### config.mk
export PLATFORM = sky130hd
export DESIGN_NAME = nano_mem_arbiter
export DESIGN_NICKNAME = d
export VERILOG_FILES = /design/src/rtl/nano_mem_arbiter.sv
export SDC_FILE = /design/constraint.sdc
export NUM_CORES = 1
export LEC_CHECK = 0
export CAP_MARGIN = 20
export CELL_PAD_IN_SITES_DETAIL_PLACEMENT = 0
export CELL_PAD_IN_SITES_GLOBAL_PLACEMENT = 1
export CORE_UTILIZATION = 26
export CTS_CLUSTER_SIZE = 16
export DETAILED_ROUTE_END_ITERATION = 8
export PLACE_DENSITY = 0.86
export SLEW_MARGIN = 15
export SYNTH_ARGS = -nofsm -noshare
export SYNTH_HDL_FRONTEND = slang
export SYNTH_SLANG_ARGS = --single-unit
### constraint.sdc
create_clock -name clk_i -period 3.04 [get_ports clk_i]
set_input_delay 0.456 -clock clk_i [delete_from_list [all_inputs] [get_ports clk_i]]
set_output_delay 0.456 -clock clk_i [all_outputs]
set_load 0.1 [all_outputs]
### src/rtl/nano_mem_arbiter.sv
// Two-requester (fetch/data) arbiter in front of a single memory port, one access in flight.
// Optional memory-wait timeout enabled by defining NANO_ARB_TIMEOUT_EN.
module nano_mem_arbiter #(
  parameter int unsigned ADDR_W         = 32,
  parameter int unsigned DATA_W         = 32,
  parameter int unsigned STARVE_MAX     = 4,
  parameter int unsigned TIMEOUT_CYCLES = 255
) (
  input  logic                clk_i,
  input  logic                rst_i,
  input  logic                if_req_i,
  input  logic [ADDR_W-1:0]   if_addr_i,
  output logic                if_ack_o,
  output logic [DATA_W-1:0]   if_rdata_o,
  input  logic                d_req_i,
  input  logic                d_we_i,
  input  logic [DATA_W/8-1:0] d_be_i,
  input  logic [ADDR_W-1:0]   d_addr_i,
  input  logic [DATA_W-1:0]   d_wdata_i,
  output logic                d_ack_o,
  output logic [DATA_W-1:0]   d_rdata_o,
  output logic                m_req_o,
  output logic                m_we_o,
  output logic [DATA_W/8-1:0] m_be_o,
  output logic [ADDR_W-1:0]   m_addr_o,
  output logic [DATA_W-1:0]   m_wdata_o,
  input  logic                m_ack_i,
  input  logic [DATA_W-1:0]   m_rdata_i,
  output logic                busy_o,
  output logic                err_o
);

  localparam int unsigned BE_W = DATA_W / 8;
  localparam int unsigned SC_W = $clog2(STARVE_MAX + 1);
  localparam logic [SC_W-1:0] STARVE_LIM = SC_W'(STARVE_MAX);

  localparam logic [1:0] IDLE    = 2'd0;
  localparam logic [1:0] BUSY_IF = 2'd1;
  localparam logic [1:0] BUSY_D  = 2'd2;
  localparam logic [1:0] RESP    = 2'd3;

  logic [1:0]        state_q, state_d;
  logic [SC_W-1:0]   starve_q, starve_d;
  logic [ADDR_W-1:0] addr_q, addr_d;
  logic              we_q, we_d;
  logic [BE_W-1:0]   be_q, be_d;
  logic [DATA_W-1:0] wdata_q, wdata_d;
  logic [DATA_W-1:0] rdata_q, rdata_d;
  logic              sel_d_q, sel_d_d;
  logic              grant_d, grant_if;

`ifdef NANO_ARB_TIMEOUT_EN
  localparam int unsigned WT_W = $clog2(TIMEOUT_CYCLES + 1);
  localparam logic [WT_W-1:0] WAIT_LAST = WT_W'(TIMEOUT_CYCLES - 1);
  logic [WT_W-1:0] wait_q, wait_d;
  logic            err_q, err_d;
`else
  logic unused_timeout;
  assign unused_timeout = ^TIMEOUT_CYCLES;
`endif

  // Data wins ties unless the fetch has already been passed over STARVE_MAX times.
  assign grant_d  = d_req_i && !(if_req_i && (starve_q == STARVE_LIM));
  assign grant_if = if_req_i && !grant_d;

  always_comb begin
    state_d  = state_q;
    starve_d = starve_q;
    addr_d   = addr_q;
    we_d     = we_q;
    be_d     = be_q;
    wdata_d  = wdata_q;
    rdata_d  = rdata_q;
    sel_d_d  = sel_d_q;
`ifdef NANO_ARB_TIMEOUT_EN
    wait_d   = wait_q;
    err_d    = err_q;
`endif
    case (state_q)
      IDLE: begin
        if (grant_d) begin
          state_d  = BUSY_D;
          sel_d_d  = 1'b1;
          addr_d   = d_addr_i;
          we_d     = d_we_i;
          be_d     = d_be_i;
          wdata_d  = d_wdata_i;
          starve_d = !if_req_i ? '0 :
                     (starve_q == STARVE_LIM) ? starve_q : starve_q + 1'b1;
        end else if (grant_if) begin
          state_d  = BUSY_IF;
          sel_d_d  = 1'b0;
          addr_d   = if_addr_i;
          we_d     = 1'b0;
          be_d     = '1;
          wdata_d  = '0;
          starve_d = '0;
        end
`ifdef NANO_ARB_TIMEOUT_EN
        wait_d = '0;
        err_d  = 1'b0;
`endif
      end
      BUSY_IF, BUSY_D: begin
        if (m_ack_i) begin
          state_d = RESP;
          rdata_d = (sel_d_q && we_q) ? '0 : m_rdata_i;
`ifdef NANO_ARB_TIMEOUT_EN
          err_d   = 1'b0;
        end else if (wait_q == WAIT_LAST) begin
          state_d = RESP;
          rdata_d = '0;
          err_d   = 1'b1;
        end else begin
          wait_d  = wait_q + 1'b1;
`endif
        end
      end
      RESP:    state_d = IDLE;
      default: state_d = IDLE;
    endcase
  end

  always_ff @(posedge clk_i or posedge rst_i) begin
    if (rst_i) begin
      state_q  <= IDLE;
      starve_q <= '0;
      addr_q   <= '0;
      we_q     <= 1'b0;
      be_q     <= '0;
      wdata_q  <= '0;
      rdata_q  <= '0;
      sel_d_q  <= 1'b0;
`ifdef NANO_ARB_TIMEOUT_EN
      wait_q   <= '0;
      err_q    <= 1'b0;
`endif
    end else begin
      state_q  <= state_d;
      starve_q <= starve_d;
      addr_q   <= addr_d;
      we_q     <= we_d;
      be_q     <= be_d;
      wdata_q  <= wdata_d;
      rdata_q  <= rdata_d;
      sel_d_q  <= sel_d_d;
`ifdef NANO_ARB_TIMEOUT_EN
      wait_q   <= wait_d;
      err_q    <= err_d;
`endif
    end
  end

  assign busy_o     = (state_q != IDLE);
  assign m_req_o    = (state_q == BUSY_IF) || (state_q == BUSY_D);
  assign m_we_o     = we_q;
  assign m_be_o     = be_q;
  assign m_addr_o   = addr_q;
  assign m_wdata_o  = wdata_q;
  assign if_ack_o   = (state_q == RESP) && !sel_d_q;
  assign d_ack_o    = (state_q == RESP) && sel_d_q;
  assign if_rdata_o = if_ack_o ? rdata_q : '0;
  assign d_rdata_o  = d_ack_o ? rdata_q : '0;
`ifdef NANO_ARB_TIMEOUT_EN
  assign err_o      = (state_q == RESP) && err_q;
`else
  assign err_o      = 1'b0;
`endif

endmodule

==> metrics.txt, run 1 <==
status finished clean; CTS root buffer clkbuf_16; Core Box Area 0.0188 mm²; DIE HEIGHT 141 µm; global-route wire length before repair approximately 25,000 µm; antenna violations before repair 0; net count after synthesis 607; Area Overhead vs Synth 64.8%; Final nets 854; count of pins over their slew limit 0; Post-CTS Hold Fix Bufs 0; final setup fails 0; Hold Vio Cnt, Final 0; Critical Path RT about 2.6 ns; DRT Pass-1 Iters 4; Reg clk slew, reported paths 0.07 ns; Setup Fix Bufs, Post-CTS 0; H-tree depth 3; Fillers 1,780; # IOs around 280; share of cells above drive strength 1 between 20% and 30%; 1st-iter DRT viols 209; starting density of the core 26.7%; vias in the first global route around 4.6k; vias per cell 4.72; maximum clock rate between 0.3 and 0.4 GHz; CTS buffer count 9; final worst-path cycle share 83.1%; via count 4,615; Critical Path AT 2.07 ns; CP endpoint kind output pin; Worst R2R End rdata_q[29]; post-CTS sizing 0; Final min period roughly 2.5 ns; CTS Buffer Depth 2; # port buffers 274; CTS tree yes; Die W 141 µm; per-cell routed wire length 16.3 µm; ANT cells 0; grt met2 use 26.6%; post-synthesis register bit count 107; worst-margin pin slew 0.599 ns; clock sink count ~110; register area share after synthesis 53.3%; RSZ-0062 raised after global routing no; grt ovf 0; critical path startpoint category flop; Worst Skew 0.00825 ns; hold endpoint m_addr_o[22]; Hold WS 0.499 ns; WL final roughly 16,000 µm; full die area 0.0199 mm²; number of max-cap violations 0; GRT Util Overall 16.3%; Syn Area/Cell 10.8 µm²; flop2flop setup slack 1.03 ns; DPL Wire Length 11,300 µm; met1 Track Usage GR 20.3%; worst r2r src state_q[1]; min-delay worst type reg2reg; most used routing layer met2; clk_lat worst skew 0.35 ns; GRT met3 Usage under 10%; worst hold path cell count 2; CP max FO 34; cell count of the worst reg-to-reg path 6; Residual DRC 0; Hold Path Origin m_addr_o[22]; Slew headroom approximately three fifths; Rows 50; Setup TNS 0 ns; largest net degree at the start of global routing between 100 and 150; synthesis warning total 0; gpl congestion 0.758; Mapped Area about 0.005 mm²; Post-Synthesis Cells 465; ANT nets after route 0; Yosys cell types 36; WS Path Type reg2out
cells in the mapped netlist, drive strengths merged:
library cell | count | area share [%]
dfrtp | 107 | 53
nand2 | 72 | 5.4
a22o | 63 | 11
and2 | 34 | 4.3
buf | 34 | 4.8
and3 | 33 | 4.2
nand4 | 33 | 4.1
o211ai | 32 | 5.9
clkbuf | 15 | 1.1
inv | 7 | 0.52
a21oi | 4 | 0.47
ha | 4 | 1.0
nor2 | 4 | 0.30
o21ai | 4 | 0.62
nand3 | 3 | 0.40
o22a | 3 | 0.52
nand2b | 2 | 0.25
o221a | 2 | 0.45
a211o | 1 | 0.17
a21bo | 1 | 0.20
a22oi | 1 | 0.15
a31o | 1 | 0.17
a32o | 1 | 0.20
conb | 1 | 0.075
nor2b | 1 | 0.12
o21a | 1 | 0.15
o22ai | 1 | 0.12
how the worst max path moves through the flow:
stage	startpoint	endpoint	slack (ns)
2_1_floorplan	state_q[0]	if_rdata_o[22]	0.42
3_3_place_gp	if_req_i	m_addr_o[7]	0.71
3_5_place_dp	if_req_i	m_addr_o[7]	0.62
4_1_cts	state_q[0]	if_rdata_o[14]	0.46
5_1_grt	state_q[1]	if_rdata_o[14]	0.33
6_report	state_q[1]	if_rdata_o[14]	0.52
metal layers:
layer  up-vias  share of wire (%)
met1      2195                 42
met3        30                7.7
met5         -                  0
met2       213                 48
li1       2177                  -
met4         0                2.7
layout make-up:
cell class                      instances  area [µm²]  share of cell area, %
Clock buffer                            9         225                   2.72
Clock inverter                          7        50.0                  0.605
Inverter                                7        30.0                  0.363
Multi-Input combinational cell        302        2020                   24.5
Sequential cell                       107        2680                   32.4
Tap cell                              260         325                   3.93
Timing Repair Buffer                  285        2940                   35.5
sequential cells by signal (all words and copies together), names as in the netlist:
| name | count |
|---|---|
| m_be_o | 4 |
| sel_d_q | 1 |
| m_addr_o | 32 |
| state_q | 2 |
| m_wdata_o | 32 |
| starve_q | 3 |
| rdata_q | 32 |
| m_we_o | 1 |
critical path, cell delays in order (launching register included):
cell and delay [ns]:
dfrtp_1 0.38, ha_1 0.15, buf_4 0.28, nor2b_1 0.17, buf_4 0.29, and2_1 0.24
buf_12 0.19
logic make-up (layout without fill, tap and decap cells):
logic type	count (synthesis)	in the layout	synth area share (%)
compound gates	115	115	20.1
fa+ha+maj	4	4	0.997
buf+inv	56	308	6.43
flops	107	107	53.3
other cells	1	1	0.0747
simple gates	182	182	19.1
cell usage in the layout (no fill, tap or decap), types with 3 or more instances in the layout:
cell,instances
a22o_1,63
o211ai_2,11
clkdlybuf4s50_1,136
buf_4,111
dfrtp_1,107
and2_1,33
ha_1,3
nand4_1,33
nand2_1,72
clkbuf_16,9
nor2_1,4
o22a_1,3
buf_12,37
a21oi_1,3
inv_1,6
and3_1,32
clkinvlp_4,4
o211ai_1,21
stage by stage:
step                      area [µm²]  instances  utilization (%)  setup WS (ns)
final                           8270        977             43.9          0.515
after floorplan                 5020        465                -          0.418
after global routing            8270        977             43.9          0.331
after CTS                       8270        977             43.9          0.456
after global placement          8000        961             42.5          0.706
after detailed placement        8000        961             42.5          0.618
Power of run 1 is left out: the tool's default activity adds up to more than one toggle a clock period on the data nets, which glitch-free logic cannot reach.
==> run 2: changes to the inputs <==
Clock period 3.04 ns to 2.3 ns, I/O delays scaled along.
==> metrics.txt, run 2 (synthesized netlist as in run 1, its figures left out) <==
status finished clean; WS Path Type reg2out; Reg clk slew, reported paths 0.08 ns; CP endpoint kind output pin; largest net degree at the start of global routing 59; via count between 4k and 5k; ANT nets after route 0; CP max FO 33; H-tree depth 3; Setup TNS 0 ns; met1 Track Usage GR 20.6%; final instance area 0.00877 mm²; Final nets 858; 1st-iter DRT viols 224; vias in the first global route 4,480; Critical Path AT around 1.8 ns; Rows 50; GRT met3 Usage 4.96%; full die area just under 0.02 mm²; final setup fails 0; # IOs about 280; Critical Path, Cell by Cell ha_1, nor2b_1, buf_4, and2_1, buf_12; CTS Buffer Depth 2; Worst Skew about 0.010 ns; min-delay worst type in2async; DRT Pass-1 Iters 5; ANT cells 0; Core Box Area 0.0188 mm²; Buf/Inv on CP 2; leading cell type in the layout, fill and taps excluded clkdlybuf4s50_1; WL final 16,300 µm; peak per-stage delay on the critical path 0.38 ns; global-route wire length before repair 25,300 µm; Final min period 2.11 ns; gpl congestion 0.764; maximum clock rate roughly 0.47 GHz; DIE HEIGHT ~140 µm; starting density of the core 26.7%; multi-input logic area 0.00203 mm²; clk_lat worst skew 0.35 ns; critical path startpoint category flop; CTS buffer count 9; clock sink count 107; number of max-cap violations 0; # port buffers 274; Setup Fix Bufs, Post-CTS 0; per-cell routed wire length 16.6 µm; Critical Path RT 1.96 ns; Crit-path slowest cell dfrtp_1; DPL Wire Length 11,900 µm; Area Overhead vs Synth 74.6%; Hold WS 0.443 ns; most frequent cells in the layout clkdlybuf4s50_1, dfrtp_1, buf_4; RSZ-0062 raised after global routing no; placed cell area 0.00848 mm²; Storage cell area 0.00268 mm²; grt ovf 0; share of cells above drive strength 1 27.6%; Fillers about 1.7k; vias per cell 4.71; count of pins over their slew limit 0; GRT Util Overall around 16%; post-CTS sizing 0; Hold Vio Cnt, Final 0; Die W 141 µm; most used routing layer met2; antenna violations before repair 0; CTS tree yes; Residual DRC 0; Post-CTS Hold Fix Bufs 0; grt met2 use between 20% and 30%; final worst-path cycle share 91.7%; Top delay family on crit path buffers and inverters; CTS root buffer clkbuf_16
run 2: final timing paths:
check / from / cells past startpoint / slack [ns] / end
worst max register to register: state_q[0] / 6 / 0.53 / m_addr_o[5]
worst max-delay path: state_q[0] / 5 / 0.19 / if_rdata_o[5]
worst min register to register: m_wdata_o[31] / 2 / 0.49 / m_wdata_o[31]
min in group clk_i: m_wdata_o[31] / 2 / 0.49 / m_wdata_o[31]
worst min-delay path: rst_i / 3 / 0.44 / m_wdata_o[1]
max in group asynchronous: rst_i / 3 / 1.54 / starve_q[2]
run 2: layout make-up:
| cell class | instances | share of cell area (%) |
|---|---|---|
| multi-input combinational | 302 | 23.2 |
| timing repair buffer | 289 | 38.9 |
| clock inverter | 6 | 0.742 |
| clock buffer | 9 | 2.57 |
| inverter | 7 | 0.343 |
| tap | 260 | 3.71 |
| sequential | 107 | 30.5 |
run 2: layer usage:
layer / vias to the layer above / wire [µm]
met5: - / 0
met4: 0 / 213
met3: 13 / 1090
met2: 180 / 7960
met1: 2227 / 7030
li1: 2191 / -
run 2: worst register-to-register path, cell delays in order, from the launching register on:
cell and delay, ns:
dfrtp_1 0.41, inv_1 0.07, ha_2 0.39, o21a_1 0.20, buf_4 0.34, nand2_1 0.12, o211ai_1 0.16
run 2: metrics by stage:
stage               setup WS (ns)  utilization (%)  cells
finish                      0.190             46.6    980
floorplan                  0.0567                -    465
detailed placement          0.297             45.0    965
global route               0.0606             46.6    980
CTS                         0.131             46.6    980
global placement            0.345             45.0    965
Power of run 2 is left out for the same reason.
